<file path="src/rtl/uart_pkg.sv">
// Shared UART definitions: receive FSM states, data-width encoding and the
// helper that turns that encoding into a bit count.
package uart_pkg;

    typedef enum logic [2:0] {
        IDLE,
        START,
        DATA,
        PARITY,
        STOP
    } rx_state_e;

    localparam logic [1:0] DBITS_5 = 2'b00;
    localparam logic [1:0] DBITS_6 = 2'b01;
    localparam logic [1:0] DBITS_7 = 2'b10;
    localparam logic [1:0] DBITS_8 = 2'b11;

    function automatic logic [3:0] data_bits(input logic [1:0] enc);
        return 4'd5 + {2'b00, enc};
    endfunction

endpackage

</file>
<file path="src/rtl/uart_sync.sv">
// Multi-flop synchronizer for an asynchronous level; resets to 1 so an
// idle-high line does not look like a start bit after reset.
module uart_sync #(
    parameter int STAGES = 2
) (
    input  logic clk,
    input  logic rst_n,
    input  logic d,
    output logic q
);

    logic [STAGES-1:0] ff;

    always_ff @(posedge clk or negedge rst_n) begin
        if (!rst_n) begin
            ff <= '1;
        end else begin
            ff[0] <= d;
            for (int i = 1; i < STAGES; i++) begin
                ff[i] <= ff[i-1];
            end
        end
    end

    assign q = ff[STAGES-1];

endmodule

</file>
<file path="src/rtl/uart_rx_frame.sv">
// 16x-oversampled UART receive engine: start validation, 5-8 data bits,
// optional parity, 1 or 2 stop bits, with pending/overrun tracking and rts_n.
module uart_rx_frame
    import uart_pkg::*;
#(
    parameter int OVERSAMPLE  = 16,
    parameter int SYNC_STAGES = 2
) (
    input  logic        clk,
    input  logic        rst_n,
    input  logic        rx_tick,
    input  logic [1:0]  data_bit_num_i,
    input  logic        parity_en_i,
    input  logic        parity_type_i,
    input  logic        stop_bit_num_i,
    input  logic        rx,
    input  logic        rx_ack_i,
    output logic        rx_done_o,
    output logic [31:0] rx_data_o,
    output logic        parity_err_o,
    output logic        frame_err_o,
    output logic        overrun_o,
    output logic        rts_n
);

    localparam int TW = $clog2(OVERSAMPLE);
    localparam logic [TW-1:0] HALF = TW'(OVERSAMPLE / 2 - 1);
    localparam logic [TW-1:0] LAST = TW'(OVERSAMPLE - 1);

    rx_state_e   state, state_d;
    logic        rxs;
    logic [TW-1:0] tick_cnt;
    logic [2:0]  bit_cnt;
    logic [7:0]  shreg;
    logic [1:0]  cfg_dbits;
    logic        cfg_pen, cfg_ptype, cfg_stop2;
    logic        par_bit, ferr_acc, pending;
    logic        mid, start_ok, complete;
    logic [2:0]  last_bit;

    uart_sync #(.STAGES(SYNC_STAGES)) u_sync (
        .clk   (clk),
        .rst_n (rst_n),
        .d     (rx),
        .q     (rxs)
    );

    // Mid-bit sample point: the tick on which the counter wraps.
    assign mid      = rx_tick && (tick_cnt == LAST);
    assign last_bit = 3'(data_bits(cfg_dbits) - 4'd1);

    always_ff @(posedge clk or negedge rst_n) begin
        if (!rst_n) state <= IDLE;
        else        state <= state_d;
    end

    always_comb begin
        state_d  = state;
        start_ok = 1'b0;
        complete = 1'b0;
        case (state)
            IDLE:    if (rx_tick && !rxs) state_d = START;
            START: begin
                if (rx_tick && tick_cnt == HALF) begin
                    if (rxs) begin
                        state_d = IDLE;
                    end else begin
                        state_d  = DATA;
                        start_ok = 1'b1;
                    end
                end
            end
            DATA:    if (mid && bit_cnt == last_bit) state_d = cfg_pen ? PARITY : STOP;
            PARITY:  if (mid) state_d = STOP;
            STOP: begin
                if (mid && bit_cnt[0] == cfg_stop2) begin
                    state_d  = IDLE;
                    complete = 1'b1;
                end
            end
            default: state_d = IDLE;
        endcase
    end

    // Counters, shifter and latched frame configuration.
    always_ff @(posedge clk or negedge rst_n) begin
        if (!rst_n) begin
            tick_cnt  <= '0;
            bit_cnt   <= '0;
            shreg     <= '0;
            cfg_dbits <= DBITS_8;
            cfg_pen   <= 1'b0;
            cfg_ptype <= 1'b0;
            cfg_stop2 <= 1'b0;
            par_bit   <= 1'b0;
            ferr_acc  <= 1'b0;
        end else if (rx_tick) begin
            case (state)
                IDLE: tick_cnt <= '0;
                START: begin
                    if (start_ok) begin
                        tick_cnt  <= '0;
                        bit_cnt   <= '0;
                        shreg     <= '0;
                        ferr_acc  <= 1'b0;
                        par_bit   <= 1'b0;
                        cfg_dbits <= data_bit_num_i;
                        cfg_pen   <= parity_en_i;
                        cfg_ptype <= parity_type_i;
                        cfg_stop2 <= stop_bit_num_i;
                    end else begin
                        tick_cnt <= tick_cnt + 1'b1;
                    end
                end
                default: begin
                    tick_cnt <= mid ? '0 : tick_cnt + 1'b1;
                    if (mid) begin
                        case (state)
                            DATA: begin
                                shreg[bit_cnt] <= rxs;
                                bit_cnt <= (bit_cnt == last_bit) ? 3'd0 : bit_cnt + 3'd1;
                            end
                            PARITY: par_bit <= rxs;
                            STOP: begin
                                if (!rxs) ferr_acc <= 1'b1;
                                bit_cnt <= bit_cnt + 3'd1;
                            end
                            default: ;
                        endcase
                    end
                end
            endcase
        end
    end

    // Frame delivery; an ack coinciding with completion retires the old word.
    always_ff @(posedge clk or negedge rst_n) begin
        if (!rst_n) begin
            rx_done_o    <= 1'b0;
            rx_data_o    <= '0;
            parity_err_o <= 1'b0;
            frame_err_o  <= 1'b0;
            overrun_o    <= 1'b0;
            pending      <= 1'b0;
            rts_n        <= 1'b1;
        end else begin
            rx_done_o <= complete;
            rts_n     <= pending;
            if (complete) begin
                rx_data_o    <= {24'd0, shreg};
                parity_err_o <= cfg_pen & ((^shreg ^ par_bit) != cfg_ptype);
                frame_err_o  <= ferr_acc | ~rxs;
                pending      <= 1'b1;
                overrun_o    <= rx_ack_i ? 1'b0 : (overrun_o | pending);
            end else if (rx_ack_i) begin
                pending   <= 1'b0;
                overrun_o <= 1'b0;
            end
        end
    end

endmodule

</file>
<file path="config.mk">
export PLATFORM = sky130hd
export DESIGN_NAME = uart_rx_frame
export DESIGN_NICKNAME = d
export VERILOG_FILES = /design/src/rtl/uart_pkg.sv /design/src/rtl/uart_sync.sv /design/src/rtl/uart_rx_frame.sv
export SDC_FILE = /design/constraint.sdc
export NUM_CORES = 1
export LEC_CHECK = 0
export CORE_MARGIN = 8
export CORE_UTILIZATION = 46
export CTS_BUF_LIST = sky130_fd_sc_hd__clkbuf_8 sky130_fd_sc_hd__clkbuf_16
export CTS_CLUSTER_DIAMETER = 200
export DETAILED_ROUTE_END_ITERATION = 6
export PLACE_DENSITY_LB_ADDON = 0.1
export SLEW_MARGIN = 0
export SYNTH_ARGS = -nofsm -noshare
export SYNTH_HDL_FRONTEND = slang
export SYNTH_HIERARCHICAL = 1
export SYNTH_SLANG_ARGS = --single-unit
</file>
<file path="constraint.sdc">
create_clock -name clk -period 1.7 [get_ports clk]
set_clock_uncertainty 0.1 [all_clocks]
set_input_delay 0.34 -clock clk [delete_from_list [all_inputs] [get_ports clk]]
set_output_delay 0.34 -clock clk [all_outputs]
set_load 0.03 [all_outputs]
</file>
# Word level (Yosys, flattened, before mapping)
# Cells that the tools add are included.
# word_totals
reg_bits,41
latchBits,0
ramBits,0
mem_bits_ro,0
input_bits,10
word_cells,107
mem_count,0
# classes
n_addsub,4
n_mul,0
div,0
magnitude_cmp,2
n_eq_ne,16
shifts,0
muxes,40
bitwise_logic,6
n_reduce_logical,21
# op_table
operator,n
3-bit 2-to-1 mux,9
8-bit 2-to-1 mux,3
5-bit AND reduction,4
1-bit 2-to-1 mux,16
8-bit one-hot mux with 2 select lines,1
3-bit one-hot mux with 5 select lines,1
2-bit inequality test (second input constant),7
3-bit one-hot mux with 2 select lines,2
2-bit nonzero test,5
8-bit bitwise mux,1
4-bit 2-to-1 mux,2
4-bit one-hot mux with 2 select lines,1
8-bit parity,1
3-bit by 2-bit == test with 1-bit output (second input constant),2
1-bit logical AND,6
6-bit AND reduction,1
4-bit by 1-bit adder with 4-bit output (second input constant),1
4-bit by 3-bit == test with 1-bit output (second input constant),1
4-bit == test (second input constant),1
3-bit by 4-bit < comparator with 1-bit output (second input constant),1
1-bit one-hot mux with 2 select lines,2
3-bit by 1-bit adder with 3-bit output (second input constant),1
3-bit by 2-bit adder with 3-bit output (first input constant),1
1-bit demux with 3-bit select,1
16 further kinds,18

# Logic depth before layout (Yosys ltp)
# Gate-level depths: netlist of run 1.
# depth
depth_word,8
ltp_mapped,8
depth_no_buf,6

# By module
# The synthesis of run 1 kept the hierarchy.
# by_module_without_submodules
mod,n_inst,cells_each,area_each_um2
uart_rx_frame,1,220,2178.3
uart_sync,1,2,52.6

# Least setup slack after synthesis of run 1
# Ideal clock, no wire load.
# synth_timing
kind,register to register
from,register tick_cnt[0]
to,register rx_data_o[4]
setup_time_ps,128
arrival_ps,1484
required_ps,1472
path_slack_ps,-12
stages_incl_launch_ff,7
n_path_buf,2
path_cell_list,dfrtp_1 -> ha_1 -> and4_1 -> buf_4 -> nand4_4 -> buf_6 -> mux2_1
# synth_via
elab_chain_cells,5
# synth_rtl
item,line_no,rtl
"start, declared",uart_rx_frame.sv:32,logic [TW-1:0] tick_cnt;
"start signal, assigned",uart_rx_frame.sv:112,tick_cnt <= tick_cnt + 1'b1;
"start signal, assigned",uart_rx_frame.sv:116,tick_cnt <= mid ? '0 : tick_cnt + 1'b1;
4-bit == test,uart_rx_frame.sv:49,assign mid = rx_tick && (tick_cnt == LAST);
1-bit logical AND,uart_rx_frame.sv:49,
1-bit logical AND,uart_rx_frame.sv:76,if (mid && bit_cnt[0] == cfg_stop2) begin
1-bit 2-to-1 mux,uart_rx_frame.sv:76,
1-bit 2-to-1 mux,uart_rx_frame.sv:61,case (state)
"end signal, assigned",uart_rx_frame.sv:150,"rx_data_o <= {24'd0, shreg};"
"end, declared",uart_rx_frame.sv:19,"output logic [31:0] rx_data_o,"
# Every way passes these cells.
# A chain may end at the register's enable or synchronous reset.

# Worst setup path after layout of run 1
# layout_timing
from,input port rx_tick
to,register cfg_pen
# layout_via
elab_chain_cells,4
# layout_rtl
item,line_no,rtl
"start, declared",uart_rx_frame.sv:11,"input logic rx_tick,"
1-bit logical AND,uart_rx_frame.sv:64,if (rx_tick && tick_cnt == HALF) begin
1-bit 2-to-1 mux,uart_rx_frame.sv:64,
1-bit 2-to-1 mux,uart_rx_frame.sv:61,
3-bit AND reduction (no source line) *,-,
"end signal, assigned",uart_rx_frame.sv:108,cfg_pen <= parity_en_i;
"end, declared",uart_rx_frame.sv:36,"logic cfg_pen, cfg_ptype, cfg_stop2;"
# Mark *: on every way between the ends. The rest lies on a longest branch, timed or not.

==> results.sh, run 1 <==
export IMPL_hold_viol=0
export IMPL_synth_edff_count=0
export IMPL_power_total_mw=3.45
export IMPL_min_period_ns=1.66
export IMPL_post_route_period_util_pct=97.8
export IMPL_drt_iter0_drc=97
export IMPL_cts_max_path_buffers=2
export IMPL_critical_path_class="in -> reg"
export IMPL_synth_top_area_share_pct=40.4
export IMPL_p_leak_nw=1.44
export IMPL_async_reset_ff_share_pct=100
export IMPL_n_fill_cell=387
export IMPL_ys_ff_latch=41
export IMPL_dp_worst_setup_slack_ns=-0.335
export IMPL_ir_worst_vdd_uv=530
export IMPL_run_status="finished, final reports clean"
export IMPL_p_sw_mw=1.27
export IMPL_wl_um=5270
export IMPL_critical_path_required_ns=1.79
export IMPL_p_int_mw=2.18
export IMPL_io_pins=47
export IMPL_dr_pass1_iters=4
export IMPL_crit_path_max_fanout=5
export IMPL_core_um2=4690
export IMPL_synthTopCellsByArea="dfrtp_1 (40%), buf_4 (8.4%), mux2_1 (6.6%)"
export IMPL_grt_antenna_before_repair=0
export IMPL_dr_total_vias=1845
export IMPL_num_antenna_cells=0
export IMPL_ys_flop_type="dfrtp_1"
export IMPL_seqPwrFrac_pct=37.0
export IMPL_synth_area_um2=2230
export IMPL_ys_seq_area_share_pct=46.3
export IMPL_row_count=25
export IMPL_yosysUniqueCellTypes=43
export IMPL_grt_pass1_wl_um=8360
export IMPL_grt_start_max_net_pins=24
export IMPL_synth_top_area_cell="dfrtp_1"
export IMPL_power_frac_comb_pct=43.2
export IMPL_nets=304
export IMPL_cts_sinks=41
export IMPL_avgSynthCellArea_um2=10.0
export IMPL_end_kind="flop"
export IMPL_whs_ns=0.259
export IMPL_io_buffers=22
export IMPL_finalSetupViolations=0
export IMPL_rsz0062_at_grt="yes"
export IMPL_fmax_mhz=602
export IMPL_synth_cells=222
export IMPL_yosysWarnings=6
export IMPL_clk_latency_ns=0.30
export IMPL_cellPowerDensity_nw_per_um2=1160
export IMPL_die_w_um=85.6
export IMPL_critical_path_startpoint_type="input pin"
export IMPL_clkPwrFrac_pct=19.8
export IMPL_dieArea_um2=7330
export IMPL_h_tree_depth=2
export IMPL_slew_violations=0
export IMPL_final_cells=347
export IMPL_die_y_um=85.6
export IMPL_synth_commonest_cells="dfrtp_1 (36), buf_4 (25), o21ai_1 (17)"
export IMPL_drive_above_1_share_pct=32.4
export IMPL_final_setup_tns_ns=0
export IMPL_cts_made_buffers=5
export IMPL_area_growth_pct=33.4
export IMPL_grt_overflow=0
export IMPL_grt_pass1_vias=1774
export IMPL_maxCapViolCount=0
export IMPL_track_usage_pct=14.3
export IMPL_cts_tree="yes"
export IMPL_post_place_cells=324
export IMPL_hold_path_class="reg -> reg"
export IMPL_yosysMostFrequentCell="dfrtp_1"
export IMPL_clock_tree_root_cell="clkbuf_8"
export IMPL_critPathArrivalTime_ns=1.75
export IMPL_via_per_inst=5.32
export IMPL_hpwl_um=3730
export IMPL_clkSlewWorstSetupHoldPaths_ns=0.08
export IMPL_drc_errors=0
export IMPL_power_share_switching_pct=36.7
export IMPL_wl_per_cell_um=15.2
export IMPL_fin_ws_ns=0.0380
export IMPL_start_util_pct=47.5
export IMPL_gp_congestion=0.927
export IMPL_ant_nets=0
-- what timing repair did --
item | 4_1_cts | 5_1_grt
gates cloned | 0 | 1
buffers inserted | 4 | 9
setup endpoints to repair | 39 | 26
hold buffers | 1 | 0
pin swaps | 5 | 16
hold endpoints to repair | 14 | 0
resized for setup | 25 | 18
-- cell families (layout without fill, tap and decap cells) --
logic type / count (synthesis) / after routing / share of synthesized area, %
other cells: 1 / 24 / 0.168
flops: 41 / 41 / 46.3
simple gates: 49 / 50 / 12.1
compound gates: 57 / 57 / 15.5
fa+ha+maj: 2 / 2 / 1.12
xor+xnor: 12 / 12 / 4.71
buf+inv: 45 / 92 / 12.7
mux: 15 / 15 / 7.46
-- state kept, by name, summed over array words and instances, names as in the netlist, 2 cells and up --
signal     cells
bit_cnt        3
cfg_dbits      2
rx_data_o      8
shreg          8
state          3
tick_cnt       4
u_sync/ff      2
-- power by group through the flow --
stage | Combinational, mW | Clock [mW] | Sequential (mW)
2_1_floorplan | 0.819 | 0 | 1.22
3_3_place_gp | 1.14 | 0 | 1.28
3_5_place_dp | 1.16 | 0 | 1.28
4_1_cts | 1.27 | 0.694 | 1.27
5_1_grt | 1.62 | 0.731 | 1.29
6_report | 1.49 | 0.684 | 1.28
-- critical path, stage by stage --
cell             delay (ns)
clkdlybuf4s50_1        0.51
buf_4                  0.15
and3_1                 0.20
nand3_2                0.18
mux2_1                 0.37
-- through the flow --
stage	cell area, um^2	util, %
2_1_floorplan	2320	-
3_5_place_dp	2650	56.5
3_3_place_gp	2650	56.5
5_1_grt	2980	63.4
4_1_cts	2810	60.0
6_report	2980	63.4
-- layer usage --
metal  up-vias  part of all wire, %  track usage, %
met2        54                   48            22.8
li1        872                    -               -
met5         -                    0               0
met3         6                  4.9            3.72
met1       913                   46            17.9
met4         0                  1.4            5.41
-- layout make-up --
type | instances | area, um^2 | area share, %
Multi-Input combinational cell | 160 | 1130 | 37.9
Sequential cell | 41 | 1040 | 34.9
Timing Repair Buffer | 73 | 604 | 20.3
Clock buffer | 6 | 82.6 | 2.78
Tap cell | 54 | 67.6 | 2.27
Inverter | 11 | 43.8 | 1.47
Clock inverter | 2 | 11.3 | 0.378
-- layout by cell type, fill, tap and decap left out, drive strengths merged, types with 2 or more instances in the layout --
master / count
a31oi: 8
nand4: 4
o21ai: 24
o31ai: 5
nand2b: 5
mux2: 13
clkdlybuf4s50: 8
dlygate4sd2: 13
nand2: 15
clkbuf: 6
a211o: 2
nand3: 6
conb: 24
buf: 51
a21oi: 9
inv: 12
nor3: 3
nor2: 6
nor2b: 3
dfrtp: 36
ha: 2
and3: 2
o22ai: 2
xnor2: 12
a41oi: 2
or3: 2
mux2i: 2
dfstp: 5
-- path summary, 6_finish.rpt --
kind	start	end	slack [ns]	depth (start not counted)
setup / recovery	rx_tick	cfg_pen	0.04	5
hold / removal	u_sync/ff[0]	u_sync/ff[1]	0.26	0
setup reg to reg	state[1]	bit_cnt[1]	0.04	7
hold reg to reg	u_sync/ff[0]	u_sync/ff[1]	0.26	0
max in group asynchronous	rst_n	rts_n	0.51	3
min in group asynchronous	rst_n	tick_cnt[0]	0.43	2
No activity file was read; power rests on OpenSTA's default activity.
==> run 2: changes to the inputs <==
- GPL_ROUTABILITY_DRIVEN: unset -> 0
==> run 2 against run 1 <==
The run now ends with negative setup slack left. Combinational power down 13%. Global-route usage up 0.075 points. Via count down 3.0%. Sequential power about the same. Core utilization down 2.3 points. First-iteration DRC count down 16%. Fmax down 3.2%. Worst hold slack worse by 0.012 ns. Die area unchanged. Setup slack worse by 0.054 ns. Sequential cell count unchanged.
==> results.sh, run 2 (synthesis results as in run 1) <==
export IMPL_fmax_mhz=583
export IMPL_area_growth_pct=28.4
export IMPL_post_route_period_util_pct=101
export IMPL_whs_ns=0.247
export IMPL_grt_start_max_net_pins=42
export IMPL_hold_path_class="reg -> reg"
export IMPL_reg_largest_list="rx_data_o: 8 flops, shreg: 8 flops, tick_cnt: 4 flops"
export IMPL_p_leak_nw=1.36
export IMPL_cts_tree="yes"
export IMPL_critical_path_startpoint_type="flop"
export IMPL_track_usage_pct=14.3
export IMPL_dr_pass1_iters=4
export IMPL_cts_made_buffers=5
export IMPL_grt_overflow=0
export IMPL_dieArea_um2=7330
export IMPL_drc_errors=0
export IMPL_maxCapViolCount=0
export IMPL_utilization_pct=61.1
export IMPL_row_count=25
export IMPL_wl_um=5050
export IMPL_cts_sinks=41
export IMPL_final_cell_mix="buf_4 (37), dfrtp_1 (32), conb_1 (24)"
export IMPL_clock_tree_root_cell="clkbuf_8"
export IMPL_critPathArrivalTime_ns=1.80
export IMPL_clkSlewWorstSetupHoldPaths_ns=0.08
export IMPL_end_kind="flop"
export IMPL_h_tree_depth=2
export IMPL_nets=291
export IMPL_ant_nets=0
export IMPL_cellPowerDensity_nw_per_um2=1180
export IMPL_run_status="finished, violations left"
export IMPL_critical_path_required_ns=1.78
export IMPL_grt_pass1_wl_um=8370
export IMPL_critical_path_class="reg -> reg"
export IMPL_drive_above_1_share_pct=28.9
export IMPL_min_period_ns=1.72
export IMPL_cts_max_path_buffers=2
export IMPL_io_buffers=22
export IMPL_grt_antenna_before_repair=0
export IMPL_clk_latency_ns=0.30
export IMPL_drt_iter0_drc=81
export IMPL_start_util_pct=47.5
export IMPL_die_y_um=85.6
export IMPL_grt_pass1_vias=1730
export IMPL_io_pins=47
export IMPL_via_per_inst=5.36
export IMPL_fin_ws_ns=-0.0162
export IMPL_wl_per_cell_um=15.1
export IMPL_die_w_um=85.6
export IMPL_ir_worst_vdd_uv=630
export IMPL_crit_path_max_fanout=8
export IMPL_violations="negative setup slack"
export IMPL_hold_viol=0
export IMPL_final_common_cell="buf_4"
export IMPL_finalSetupViolations=1
export IMPL_rsz0062_at_grt="yes"
export IMPL_dr_total_vias=1789
export IMPL_core_um2=4690
export IMPL_hpwl_um=3590
export IMPL_num_antenna_cells=0
export IMPL_slew_violations=0
-- run 2: cell count changes in the layout (fill, tap and decap cells not counted), sizes merged --
cell	delta
buf	-12
bufinv	+1
clkbuf	-1
clkdlybuf4s50	-1
clkinv	+1
dlygate4sd2	+1
inv	-1
nand4	-1
-- run 2: path summary, 6_finish.rpt --
kind	slack, ns	cells past startpoint	end	from
worst max-delay path	-0.02	5	shreg[5]	tick_cnt[3]
worst min-delay path	0.25	0	u_sync/ff[1]	u_sync/ff[0]
worst max register to register	-0.02	5	shreg[5]	tick_cnt[3]
worst min register to register	0.25	0	u_sync/ff[1]	u_sync/ff[0]
max in group asynchronous	0.79	3	cfg_dbits[0]	rst_n
min in group asynchronous	0.44	3	tick_cnt[0]	rst_n
-- run 2: through the flow --
step / TNS (ns) / std cells / cell area (um^2) / worst slack, ns / total power [mW]
floorplan: 0 / 245 / 2320 / 0.0178 / 2.04
global route: -0.353 / 334 / 2870 / -0.0537 / 3.60
detailed placement: -10.18 / 319 / 2620 / -0.347 / 2.39
finish: -0.0162 / 334 / 2870 / -0.0162 / 3.39
CTS: 0 / 329 / 2760 / 0.00490 / 3.27
global placement: -9.72 / 319 / 2620 / -0.342 / 2.38
-- run 2: layout make-up --
cell class / count / area (um^2)
fillers: 405 / 1830
multi-input cells: 159 / 1100
flip-flops and latches: 41 / 1040
repair buffers: 61 / 505
clock buffers: 5 / 68.8
well taps: 54 / 67.6
clock inverters: 3 / 46.3
inverters: 11 / 43.8
-- run 2: repair_timing --
item                       in CTS  in global routing
hold buffers                    1                  0
pin swaps                       5                 11
gates resized for setup        24                 17
setup endpoints to repair      37                 30
cloned                          0                  0
buffers inserted                1                  5
hold endpoints to repair       36                  0
-- run 2: critical path, cell delays in order, from the launching register on --
cell and delay (ns):
dfrtp_2 0.42, inv_2 0.06, or3_4 0.38, a211o_4 0.40, o21ai_2 0.16, o21ai_2 0.07
-- run 2: routing by layer --
| layer | vias to the layer above | global-route usage, % | part of all wire (%) |
|---|---|---|---|
| met3 | 6 | 3.92 | 6.0 |
| met4 | 0 | 7.17 | 2.1 |
| met1 | 874 | 18.6 | 46 |
| li1 | 848 | - | - |
| met2 | 61 | 21.4 | 46 |
| met5 | - | 0 | 0 |
-- run 2: power by group --
group	internal [mW]	switching (mW)	total [mW]	leakage, nW
Clock	0.440	0.360	0.800	0.0543
Combinational	0.604	0.697	1.30	0.786
Sequential	1.12	0.170	1.29	0.522
